File: src/rtl/dac_serializer.sv
// Two-lane serial DAC driver on the 8-bit peripheral bus: shadow-buffered MSB-first
// shift of two samples against a divided serial clock, then a latch-enable pulse.
module dac_serializer #(
  parameter int DATA_W = 16,
  parameter int DIV_W  = 8
) (
  input  logic       clk_i,
  input  logic       rst_n,
  input  logic [3:0] addr,
  input  logic [7:0] data_in,
  output logic [7:0] data_out,
  input  logic       bus_cyc,
  input  logic       bus_we,
  output logic       irq,
  output logic       DAC_clk,
  output logic       DAC_le,
  output logic       DAC_d1,
  output logic       DAC_d2
);
  localparam int          BC_W     = $clog2(DATA_W);
  localparam logic [15:0] STG_MASK = 16'((32'd1 << DATA_W) - 32'd1);

  typedef enum logic [1:0] {IDLE, SHIFT_LO, SHIFT_HI, LATCH} state_t;

  state_t            state, state_nx;
  logic [DIV_W-1:0]  div, cnt, cnt_nx;
  logic [BC_W-1:0]   bcnt, bcnt_nx;
  logic [15:0]       cha, chb, cha_nx, chb_nx;
  logic [DATA_W-1:0] sha, shb;
  logic              auto_en, ie, pend, pend_nx, done;
  logic              wr, trig, w1c, load, shift, done_set, phase_end;
  logic [7:0]        rd_mux;

  assign wr        = bus_cyc & bus_we;
  assign trig      = wr & (((addr == 4'd5) & data_in[0]) | ((addr == 4'd3) & auto_en));
  assign w1c       = wr & (addr == 4'd6) & data_in[7];
  assign phase_end = (cnt == '0);

  // Staging after this cycle's write, so an AUTO trigger on CHB_H ships the new byte.
  always_comb begin
    cha_nx = cha;
    chb_nx = chb;
    if (wr) begin
      case (addr)
        4'd0: cha_nx[7:0]  = data_in;
        4'd1: cha_nx[15:8] = data_in;
        4'd2: chb_nx[7:0]  = data_in;
        4'd3: chb_nx[15:8] = data_in;
        default: ;
      endcase
    end
    cha_nx = cha_nx & STG_MASK;
    chb_nx = chb_nx & STG_MASK;
  end

  always_ff @(posedge clk_i or negedge rst_n) begin
    if (!rst_n) state <= IDLE;
    else        state <= state_nx;
  end

  // Half-period counter reloads from DIV only at phase boundaries.
  always_comb begin
    state_nx = state;
    cnt_nx   = cnt;
    bcnt_nx  = bcnt;
    pend_nx  = pend;
    load     = 1'b0;
    shift    = 1'b0;
    done_set = 1'b0;
    case (state)
      IDLE: if (trig) begin
        state_nx = SHIFT_LO;
        cnt_nx   = div;
        bcnt_nx  = BC_W'(DATA_W - 1);
        load     = 1'b1;
      end
      SHIFT_LO: begin
        if (phase_end) begin
          state_nx = SHIFT_HI;
          cnt_nx   = div;
        end else cnt_nx = cnt - 1'b1;
      end
      SHIFT_HI: begin
        if (phase_end) begin
          cnt_nx = div;
          if (bcnt != '0) begin
            shift    = 1'b1;
            bcnt_nx  = bcnt - 1'b1;
            state_nx = SHIFT_LO;
          end else state_nx = LATCH;
        end else cnt_nx = cnt - 1'b1;
      end
      LATCH: begin
        if (phase_end) begin
          done_set = 1'b1;
          if (pend | trig) begin
            pend_nx  = 1'b0;
            load     = 1'b1;
            state_nx = SHIFT_LO;
            cnt_nx   = div;
            bcnt_nx  = BC_W'(DATA_W - 1);
          end else state_nx = IDLE;
        end else cnt_nx = cnt - 1'b1;
      end
      default: state_nx = IDLE;
    endcase
    if (trig && state != IDLE && !(state == LATCH && phase_end)) pend_nx = 1'b1;
  end

  always_comb begin
    case (addr)
      4'd0:    rd_mux = cha[7:0];
      4'd1:    rd_mux = cha[15:8];
      4'd2:    rd_mux = chb[7:0];
      4'd3:    rd_mux = chb[15:8];
      4'd4:    rd_mux = 8'(div);
      4'd5:    rd_mux = {ie, 5'b0, auto_en, 1'b0};
      4'd6:    rd_mux = {done, 5'b0, pend, state != IDLE};
      default: rd_mux = 8'hAA;
    endcase
  end

  always_ff @(posedge clk_i or negedge rst_n) begin
    if (!rst_n) begin
      cha      <= '0;
      chb      <= '0;
      div      <= '0;
      auto_en  <= 1'b0;
      ie       <= 1'b0;
      pend     <= 1'b0;
      done     <= 1'b0;
      cnt      <= '0;
      bcnt     <= '0;
      sha      <= '0;
      shb      <= '0;
      data_out <= '0;
    end else begin
      cha  <= cha_nx;
      chb  <= chb_nx;
      pend <= pend_nx;
      cnt  <= cnt_nx;
      bcnt <= bcnt_nx;
      if (wr && addr == 4'd4) div <= data_in[DIV_W-1:0];
      if (wr && addr == 4'd5) begin
        auto_en <= data_in[1];
        ie      <= data_in[7];
      end
      if (done_set) done <= 1'b1;
      else if (w1c) done <= 1'b0;
      if (load) begin
        sha <= cha_nx[DATA_W-1:0];
        shb <= chb_nx[DATA_W-1:0];
      end else if (shift) begin
        sha <= {sha[DATA_W-2:0], 1'b0};
        shb <= {shb[DATA_W-2:0], 1'b0};
      end
      if (bus_cyc) data_out <= rd_mux;
    end
  end

  assign DAC_clk = (state == SHIFT_HI);
  assign DAC_le  = (state == LATCH);
  assign DAC_d1  = sha[DATA_W-1];
  assign DAC_d2  = shb[DATA_W-1];
  assign irq     = done & ie;

endmodule

File: config.mk
export PLATFORM = sky130hd
export DESIGN_NAME = dac_serializer
export DESIGN_NICKNAME = d
export VERILOG_FILES = /design/src/rtl/dac_serializer.sv
export SDC_FILE = /design/constraint.sdc
export NUM_CORES = 1
export LEC_CHECK = 0
export ABC_AREA = 1
export CELL_PAD_IN_SITES_DETAIL_PLACEMENT = 2
export CELL_PAD_IN_SITES_GLOBAL_PLACEMENT = 2
export CORE_ASPECT_RATIO = 1.75
export CORE_MARGIN = 3
export CORE_UTILIZATION = 39
export CTS_BUF_LIST = sky130_fd_sc_hd__clkbuf_4
export DETAILED_ROUTE_END_ITERATION = 6
export HOLD_SLACK_MARGIN = 0.1
export PLACE_DENSITY = 0.86
export SLEW_MARGIN = 10
export SYNTH_ARGS = -nofsm -noshare
export SYNTH_HDL_FRONTEND = slang
export SYNTH_SLANG_ARGS = --single-unit
File: constraint.sdc
create_clock -name clk_i -period 3.38 [get_ports clk_i]
set_clock_uncertainty 0.15 [all_clocks]
set_input_delay 0.676 -clock clk_i [delete_from_list [all_inputs] [get_ports clk_i]]
set_output_delay 0.676 -clock clk_i [all_outputs]
set_load 0.02 [all_outputs]
; ---- Word level (Yosys, flattened, before mapping)
; Index checks and enable logic that the tools add are counted.
[op_classes]
add_sub_neg = 2
n_mul = 0
div_mod_pow = 0
order_cmp = 0
eq_ne = 16
shift = 0
n_mux = 44
n_bitwise = 9
reduce_logical = 22
[ops]
columns = cell, n
row1 = $mux 16, 6
row2 = $mux 8, 8
row3 = $pmux 8 s7, 1
row4 = $pmux 8 s3, 1
row5 = $mux 4, 5
row6 = $mux 1, 15
row7 = $eq 4x3->1 const B, 3
row8 = $pmux 4 s3, 1
row9 = $reduce_bool 2->1, 6
row10 = $mux 2, 5
row11 = $eq 4x2->1 const B, 2
row12 = $logic_not 8->1, 1
row13 = $ne 2x1->1 const B, 4
row14 = $pmux 2 s4, 1
row15 = $sub 8x1->8 const B, 1
row16 = $and 1x1->1, 7
row17 = $reduce_and 6->1, 1
row18 = $logic_and 1x1->1, 5
row19 = $eq 2x2->1 const B, 2
row20 = $eq 4x1->1 const B, 1
row21 = $logic_not 4->1, 1
row22 = $ne 2x2->1 const B, 2
row23 = $reduce_and 4->1, 1
row24 = $reduce_bool 4->1, 1
row25 = other kinds (11), 12
[word_totals]
ff_bits = 98
latch_bits = 0
ram_bits = 0
rom_bits = 0
inputBits = 16
output_inout_bits = 13
word_cells = 106
memories = 0

; ---- Longest topological paths before layout
[logic_depth]
word_depth = 9
ltp_mapped = 14
mapped_depth_nobuf = 13

; ---- Worst setup path before layout
; OpenSTA, ideal clock, no wires.
[synth_path]
path_kind = input to register
startpoint = input addr[0]
endpoint = register sha[11]
setup_ns = 0.117
arrival_time_ns = 1.689
required_ns = 3.113
setup_slack_ns = 1.424
path_stages = 12
path_buffers = 1
path_cell_list = inv_1 nor2_2 nand3_1 nand2_2 nand2_4 nand2_4 nand2_2 nor2_4 buf_6 nand2_1 nand2_1 nand2_1
[synth_via]
elab_chain_len = 9
word_cells_on_any_way = 16
cone_classes = eq/ne (3) / mux (7) / bitwise (5) / reduce/logical (1)
[synth_rtl]
columns = item, line_no
row1 = from (decl), 9  ; input logic [3:0] addr,
row2 = $eq 4x3->1 / $eq 4x2->1 (equally long branches), 35  ; assign trig = wr & (((addr == 4'd5) & data_in[0]) | ((addr == 4'd3) & auto_en));
row3 = $and 1x1->1, 35
row4 = $or 1x1->1, 35
row5 = $and 1x1->1, 35
row6 = $or 1x1->1, 96  ; if (pend | trig) begin
row7 = $mux 1, 96
row8 = $mux 1, 94  ; if (phase_end) begin
row9 = $pmux 1 s2, 70  ; case (state)
row10 = $mux 16 / $reduce_bool 2->1 (equally long branches), --
row11 = to (signal assigned), 151  ; sha <= cha_nx[DATA_W-1:0];
row12 = to (signal assigned), 154  ; sha <= {sha[DATA_W-2:0], 1'b0};
row13 = to (decl), 29  ; logic [DATA_W-1:0] sha, shb;
; Several ways; a longest one is shown, not always the timed one.
; A chain may end at the register's enable or synchronous reset.

; ---- Final worst setup path
[layout_path]
startpoint = register state[0]
endpoint = output DAC_clk
[layout_via]
elab_chain_len = 1
[layout_rtl]
columns = item, line_no
row1 = from (decl), 25  ; state_t state, state_nx;
row2 = from (signal assigned), 58  ; else state <= state_nx;
row3 = $eq 2x2->1, 161  ; assign DAC_clk = (state == SHIFT_HI);
row4 = to (decl), 15  ; output logic DAC_clk,
; No other way between the ends.

==> out/qor.txt <==
Switching Share: 30.6%
TNS Setup: 0 ns
GRT Overall Usage: 25.3%
Reg2Reg Setup Slack: 0.68 ns
Final nets: 745
Adder-Cell Fraction of Synth Area: 1.46%
Distinct cells, synth: 31
Reg-to-Reg Start: cnt[0]
fraction of registers with async set/reset: 100%
Post-Route WL: 17.3 mm
CTS tree: built
Mapped Nets: 722
simple logic cell fraction of the synthesized area: 29.8%
Pwr Density: 413 nW/um^2
Yosys reg bits: 98
via count: 4738
Clock Power Share: 27.0%
combinational family with the most area after synthesis: simple AND/OR/NAND/NOR gates
CP startpoint: state[0]
cell taking the most area after synthesis: dfrtp_1
final hold slack: 0.143 ns
row count: 54
1st-pass router iterations: 4
Hold/Removal Path Class: input pin to async pin
Vias/cell: 5.28
num ports: 29
CORE AREA: 12700 sq um
crit path time final: 2.86 ns
GP Congestion: 0.853
final instance area: 5720 sq um
xor/xnor share of the synthesized area: 0%
mux contribution to synthesized area: 0.877%
largest net degree at the start of global routing: 66
Clock Pin Slew Worst Setup and Hold Paths: 0.15 ns
Cells after Synth: 700
post-CTS sizing: 0
top_reg_cell synth: dfrtp_1
endpoints failing setup: 0
Clock H-tree levels: 3
sequential share of the synthesized area: 47.8%
Final Hold Fails: 0
Leak: 2.88 nW
sequential share of power: 56.8%
Post-DRT Antenna Nets: 0
Max Root-Sink Buffers: 2
Die Ht: 158 microns
Initial Utilization: 40.4%
post-DP HPWL: 13.1 mm
global-route wire length before repair: 28.6 mm
placed cell areas: 5590 sq um
Pins Over Slew Limit: 0
initial antenna violation count: 1
number of max-cap violations: 0
total grt overflow: 0
RSZ-0062 raised after global routing: no
Ys Warns: 0
top-count cell post-synth: nand2_1
Slew @ Worst Pin: 1.11 ns
Max FO, Critical Path: 6
CTS Buf Count: 9
Die Area: 14600 sq um
Peak VDD IR: 0.000161 V
status: finished clean
internal power: 1.64 mW
Gate power share: 16.2%
Rel. slew slack: 25.7%
clk_lat worst skew: 0.47 ns
Hold Buf Count CTS: 0
WL per Instance: 19.3 microns
CP arrival: 2.04 ns
DRC: 0
number of port buffers: 28
top cells by area, synth: dfrtp_1 48%, nand2_1 19%, inv_1 7.0%, o21ai_0 5.4%, nand3_1 4.6%
clk sink count: 98
CP Data Required Time: 2.55 ns
number of global-route vias before repair: 5439
part of the cycle the worst path needs: 84.8%
P&R area growth vs syn: 11.3%
Post-Syn Area: 5130 sq um
layout cells sized above 1: 7.01%
Post-synth EDFFs: 0
CP Class: flop to primary output
Avg Cell Area, Syn: 7.34 sq um
startpoint class of the critical path: flop
post-CTS setup buffer count: 0
die width: 92.7 microns
Max Freq: 0.349 GHz
post-synthesis compound-gate area fraction: 10.1%
CTS root buf: clkbuf_4
Starting DRT DRC Count: 177
Crit. End Element: primary output
NetSw: 723 uW
Commonest cells post-synth: 264 x nand2_1, 98 x dfrtp_1, 96 x inv_1
Synth top area share: 47.8%
## stage by stage
stage | utilization [%] | setup WS (ns) | instances | power [mW]
after CTS | 45.0 | 0.489 | 896 | 2.38
after global routing | 45.0 | 0.399 | 897 | 2.48
final | 45.0 | 0.515 | 897 | 2.36
after global placement | 44.0 | 0.481 | 880 | 1.71
after detailed placement | 44.0 | 0.356 | 880 | 1.74
after floorplan | - | 1.42 | 700 | 1.55
## power by group through the flow
stage	Sequential, mW	Clock, mW	Combinational [mW]
finish	1.34	0.637	0.382
global placement	1.36	0	0.350
floorplan	1.35	0	0.200
global route	1.35	0.695	0.432
detailed placement	1.37	0	0.379
CTS	1.34	0.650	0.387
## area by class of cell
cell class | count | area, sq um
Sequential cell | 98 | 2450
Multi-Input combinational cell | 474 | 2170
Clock buffer | 11 | 82.6
Inverter | 105 | 394
Clock inverter | 5 | 45.0
Antenna cell | 1 | 2.50
Fill cell | 1509 | 6990
Timing Repair Buffer | 35 | 355
Tap cell | 168 | 210
## cells by family (layout without fill, tap and decap cells)
logic type | count (synthesis) | after routing
flops | 98 | 98
mux | 4 | 4
buf+inv | 128 | 156
compound gates | 95 | 95
simple gates | 369 | 369
fa+ha+maj | 6 | 6
other cells | 0 | 1
## worst paths after layout
| path | end | depth (start not counted) |
|---|---|---|
| max in group asynchronous | shb[13] | 2 |
| min in group clk_i | shb[0] | 2 |
| max | DAC_clk | 3 |
| max reg2reg | shb[3] | 14 |
| min | cnt[3] | 1 |
| min reg2reg | shb[0] | 2 |
## placed cells by master, fill, tap and decap left out, drive strengths merged
cell type      count
nor2              38
a31oi              2
a221oi             1
a21oi             11
ha                 6
clkbuf            11
mux2               4
nand4              3
o221ai             3
nand2            273
inv              105
diode              1
bufinv             1
a211oi             2
dfrtp             98
o2bb2ai            1
o22ai              4
o21ai             69
o211ai             1
clkinv             4
nor3               7
nand3             48
buf                8
clkdlybuf4s50     27
a31o               1
## layer usage
metal	up-vias	wire length (microns)	global-route usage, %
met5	-	0	0
met1	2437	6650	27.2
li1	2224	-	-
met3	28	272	3.19
met2	49	9880	49.0
met4	0	507	10.4
## state kept, by name, summed over array words and instances (netlist names)
signal / count
shb: 16
chb: 16
bcnt: 4
auto_en: 1
sha: 16
div: 8
state: 2
cha: 16
data_out: 8
cnt: 8
done: 1
ie: 1
pend: 1
## critical path: stages, from the launching register on
cell and delay (ns):
dfrtp_1 0.46, inv_1 0.13, ha_1 0.32, clkdlybuf4s50_1 0.67
(Power assumes the default switching activity.)
